`src/rtl/fetch_queue.sv`:
```
// Instruction fetch stage: owns the fetch PC, drives the ROM address and
// queues the returned words in an in-order FIFO. Decode reads the FIFO through
// a valid/ready handshake. A redirect flushes the FIFO and restarts fetch at the
// new PC.
module fetch_queue #(
  parameter logic [31:0] RESET_PC = 32'h0000_0000,
  parameter int unsigned DEPTH    = 4
) (
  input  logic                   clk,
  input  logic                   rst_n,
  output logic [31:0]            romAddr,
  input  logic [31:0]            romData,
  input  logic [31:0]            romAddrOut,
  input  logic                   romReadValid,
  input  logic                   romReady,
  input  logic                   redirectValid,
  input  logic [31:0]            redirectPc,
  output logic                   instValid,
  output logic [31:0]            instData,
  output logic [31:0]            instPc,
  input  logic                   instReady,
  output logic [$clog2(DEPTH):0] queueCount
);

  localparam int unsigned PtrW = $clog2(DEPTH);
  localparam int unsigned CntW = PtrW + 1;
  localparam logic [CntW-1:0] FullCnt = CntW'(DEPTH);
  localparam logic [CntW-1:0] CntOne  = CntW'(1);
  localparam logic [PtrW-1:0] PtrOne  = PtrW'(1);

  logic [31:0]     r_fetch_pc;
  logic [31:0]     r_pc_mem   [DEPTH];
  logic [31:0]     r_word_mem [DEPTH];
  logic [PtrW-1:0] r_rd_ptr;
  logic [PtrW-1:0] r_wr_ptr;
  logic [CntW-1:0] r_count;

  logic w_pop;
  logic w_hit;
  logic w_push;
  logic w_unused;

  // Low address bits carry no information: fetch is always word aligned.
  assign w_unused = ^{romAddrOut[1:0], redirectPc[1:0]};

  // A response only counts if it echoes the address currently being fetched;
  // anything else is a leftover from before a redirect and is dropped.
  assign w_pop  = instValid && instReady;
  assign w_hit  = romReady && romReadValid && (romAddrOut[31:2] == r_fetch_pc[31:2]);
  assign w_push = w_hit && !redirectValid && ((r_count != FullCnt) || w_pop);

  // Outputs come straight from registered state; no bypass from romData.
  assign romAddr    = r_fetch_pc;
  assign instValid  = (r_count != '0);
  assign instData   = r_word_mem[r_rd_ptr];
  assign instPc     = r_pc_mem[r_rd_ptr];
  assign queueCount = r_count;

  // FIFO storage: write {pc, word} at the tail on every accepted response.
  always_ff @(posedge clk or negedge rst_n) begin
    if (!rst_n) begin
      for (int i = 0; i < DEPTH; i++) begin
        r_pc_mem[i]   <= '0;
        r_word_mem[i] <= '0;
      end
    end else if (w_push) begin
      r_pc_mem[r_wr_ptr]   <= r_fetch_pc;
      r_word_mem[r_wr_ptr] <= romData;
    end
  end

  // Fetch PC, pointers and occupancy; a redirect overrides push and pop.
  always_ff @(posedge clk or negedge rst_n) begin
    if (!rst_n) begin
      r_fetch_pc <= RESET_PC;
      r_rd_ptr   <= '0;
      r_wr_ptr   <= '0;
      r_count    <= '0;
    end else if (redirectValid) begin
      r_fetch_pc <= {redirectPc[31:2], 2'b00};
      r_rd_ptr   <= '0;
      r_wr_ptr   <= '0;
      r_count    <= '0;
    end else begin
      if (w_push) begin
        r_wr_ptr   <= r_wr_ptr + PtrOne;
        r_fetch_pc <= r_fetch_pc + 32'd4;
      end
      if (w_pop) begin
        r_rd_ptr <= r_rd_ptr + PtrOne;
      end
      case ({w_push, w_pop})
        2'b10:   r_count <= r_count + CntOne;
        2'b01:   r_count <= r_count - CntOne;
        default: r_count <= r_count;
      endcase
    end
  end

endmodule

```
`config.mk`:
```
export PLATFORM = sky130hd
export DESIGN_NAME = fetch_queue
export DESIGN_NICKNAME = d
export VERILOG_FILES = /design/src/rtl/fetch_queue.sv
export SDC_FILE = /design/constraint.sdc
export NUM_CORES = 1
export LEC_CHECK = 0
export CORE_UTILIZATION = 49
export CTS_CLUSTER_SIZE = 10
export DETAILED_ROUTE_END_ITERATION = 8
export GPL_TIMING_DRIVEN = 0
export PLACE_DENSITY = 0.86
export RECOVER_POWER = 25
export SYNTH_ARGS = -nofsm -noshare
export SYNTH_HDL_FRONTEND = slang
export SYNTH_SLANG_ARGS = --single-unit
```
`constraint.sdc`:
```
create_clock -name clk -period 2.8 [get_ports clk]
set_clock_uncertainty 0.2 [all_clocks]
set_input_delay 0.56 -clock clk [delete_from_list [all_inputs] [get_ports clk]]
set_output_delay 0.56 -clock clk [all_outputs]
set_load 0.01 [all_outputs]
```
==> out/qor.csv <==
stage,metric,value,unit
route,drt-pass1-iter-count,5,
route,wirelength,34700,um
worst_setup_path,cp-end-kind,flip-flop,
floorplanning,core_area,27000,um2
power_and_ir_drop,p_total,8720,uW
layout,multi_input_area,6050,um2
power_and_ir_drop,ir_drop,0.439,mV
route,drtIter0Drc,720,
layout,utilization,64.5,%
placed_design,pre_cts_ws,-1.43,ns
worst_hold_path,min_from,r_word_mem[63]$_DFFE_PN0P_,
status,outcome,finished with violations,
yosys,netlist.area_leader.share,53.0,%
layout,final_net_count,1300,
worst_setup_path,cp-start-kind,flip-flop,
placed_design,place_area,15900,um2
yosys,yosys-top-cells-count,"dfrtp_1, mux2_2, mux4_2",
worst_setup_path,rr_startpoint,romAddr[9]$_DFFE_PN0N_,
global_route,track_usage,24.7,%
yosys,synth_edf_count,0,
yosys,synthCells,935,
worst_setup_path,r2r-end,queueCount[2]$_DFFE_PN0P_,
worst_setup_path,crit_chain,"clkbuf_4, xor2_1, nor4_1, nand4_1, buf_4, nor2_4, buf_6, nor2_2, fa_2, and2_4, mux2i_1, mux2_2",
sta,finalWorstSetupSlack,-0.222,ns
layout,fin_cells,1537,
worst_setup_path,reg2reg_setup_slack,-0.22,ns
route,drc,0,
yosys,synth_seq_cells,285,
power_and_ir_drop,power_leakage,0.00849,uW
sta,fin_crit,3.02,ns
yosys,yosys_warnings,0,
worst_setup_path,cp_max_fo,10,
worst_hold_path,hold_path_end,r_word_mem[63]$_DFFE_PN0P_,
clocking,cts-root-buf,clkbuf_16,
route,vias_per_cell,5.95,
layout,seqCellArea,7150,um2
yosys,ys_seq_area_share,53.0,%
yosys,ys.flop_type,dfrtp_1,
floorplanning,std_cell_rows,60,
power_and_ir_drop,p_per_area,502,nW/um2
sta,worst_slew_pin_slew,1.06,ns
placed_design,place_hpwl,23800,um
sta,max_freq,331,MHz
worst_setup_path,slowest_stage,fa_2,
global_route,overflow,0,
layout,n_antenna_cell,0,
layout,drive_gt1_share,46.0,%
floorplanning,die-width,168,um
yosys,async_flop_share,100,%
clocking,cts_sinks,285,
route,vias,9138,
route,post_drt_wl_per_cell,22.6,um
worst_setup_path,reg2regPathDepth,12,
worst_setup_path,path_class,reg2reg,
global_route,grt_busiest_layer,met2,
global_route,grt_use_met2,41.6,%
sta,final.period_utilization,108,%
yosys,ys_top_cells_by_area,"dfrtp_1, mux2_2, mux4_2",
yosys,yosys.area.top_type,dfrtp_1,
global_route,grt_max_degree,127,
placed_design,io_buffers,193,
sta,rsz0062_at_grt,yes,
worst_setup_path,required,2.99,ns
floorplanning,start_util,49.9,%
yosys,ys_types,51,
yosys,synth_area_per_cell,14.4,um2
clocking,htree_levels,2,
placed_design,place_congestion,0.915,
clocking,clk_latency,0.50,ns
clocking,clockBufferDepth,3,
layout,fin_area,17400,um2
sta,hold_violations,0,
layout,syn2layout_area_growth,29.2,%
job,cap_violations,0,
yosys,syn-cell-area,13500,um2
worst_hold_path,hold_class,reg2reg,
worst_hold_path,whs_path_depth,1,
clocking,cts-buffers-inserted,34,
worst_setup_path,arrival,3.21,ns
floorplanning,die_h,168,um
floorplanning,ios,202,
placed_design,dp_cells,1474,
global_route,grt_pass1_wl,53200,um
global_route,use_met1,31.6,%
clocking,path_clk_slew,0.06,ns
layout,num-fill-cells,1916,
route,ant_nets,0,
sta,timing.slew.headroom,29.2,%
clocking,cts_tree,done,
sta,finalSetupViolations,149,
yosys,synth.most_common_cell,dfrtp_1,
sta,slew_violations,0,
floorplanning,die-area,28100,um2
global_route,grt_antenna_before_repair,0,
worst_setup_path,cp_slowest_stage_delay,0.39,ns
global_route,grt_pass1_vias,9639,
global_route,use_met3,5.51,%
status,violations,setup timing,
## worst max-delay path: cells and delay by family (launching register included)
kind | cells | cell delay (ns)
simple gates | 5 | 0.75
mux | 2 | 0.51
xor+xnor | 1 | 0.17
buf+inv | 3 | 0.50
flops | 1 | 0.38
fa+ha+maj | 1 | 0.39
## where the power goes
group / switching, uW / total (uW) / internal, uW
logic: 361 / 683 / 321
registers: 90.7 / 4250 / 4160
clock network: 1540 / 3780 / 2240
## state kept, by name, indices dropped and copies added, names as in the netlist
signal      flops
r_word_mem    128
r_pc_mem      120
romAddr        30
queueCount      3
r_rd_ptr        2
r_wr_ptr        2
## repair_timing
action | CTS | global route
gates resized for setup | 209 | 138
hold endpoints to repair | 46 | 0
endpoints found under the setup margin | 342 | 317
hold buffers | 1 | 0
pin swaps | 11 | 15
cloned | 1 | 2
buffers inserted | 18 | 17
## layout make-up
cell class / count / area share (%)
sequential: 285 / 41.1
multi-input combinational: 561 / 34.8
timing repair buffer: 234 / 13.1
clock buffer: 39 / 5.18
buffer: 67 / 3.14
tap: 341 / 2.45
inverter: 9 / 0.194
clock inverter: 1 / 0.0504
## layer usage
layer  up-vias  wire length [um]  share of wire, %
li1       3950                 -                 -
met1      4721             14100                41
met2       390             17200                50
met3        77              2470               7.1
met4         0               956               2.8
met5         -                 0                 0
## kinds of logic after synthesis
kind of cell    share of synthesized area [%]
simple gates                             5.43
xor+xnor                                 2.28
fa+ha+maj                               0.614
buf+inv                                  3.20
flops                                    53.0
compound gates                           3.34
other cells                            0.0279
mux                                      32.1
## worst max-delay path by stage
stage,to,startpoint,cells past startpoint,slack (ns)
2_1_floorplan,queueCount[2]$_DFFE_PN0P_,romAddrOut[15],10,-0.20
3_3_place_gp,r_pc_mem[46]$_DFFE_PN0P_,rst_n,1,-10.88
3_5_place_dp,queueCount[2]$_DFFE_PN0P_,redirectValid,11,-1.43
4_1_cts,instPc[24],r_rd_ptr[0]$_DFFE_PN0P_,3,-0.18
5_1_grt,queueCount[2]$_DFFE_PN0P_,romAddr[8]$_DFFE_PN0N_,12,-0.28
6_report,queueCount[2]$_DFFE_PN0P_,romAddr[9]$_DFFE_PN0N_,12,-0.22
## metrics by stage
step	setup TNS, ns	hold WS (ns)
after floorplan	-0.202	0.0644
after global placement	-3403.34	0.281
after detailed placement	-316.89	0.276
after CTS	-2.02	0.300
after global routing	-24.15	0.307
final	-2.76	0.298
## placed cells by master (no fill, tap or decap), types with 9 or more instances in the layout
cell type	count
dfrtp_1	271
mux2_2	256
clkdlybuf4s50_1	127
mux4_2	62
buf_4	46
clkbuf_16	37
nand2_1	30
xor2_1	30
buf_6	29
clkbuf_2	28
buf_2	26
nor2_1	18
o21ai_0	16
dfrtp_2	14
nand3_1	13
dlymetal6s2s_1	13
nor4_1	11
a21o_1	10
inv_1	9
nand4_1	9
clkbuf_1	9
Note: power is estimated with default switching activity, not from simulation.
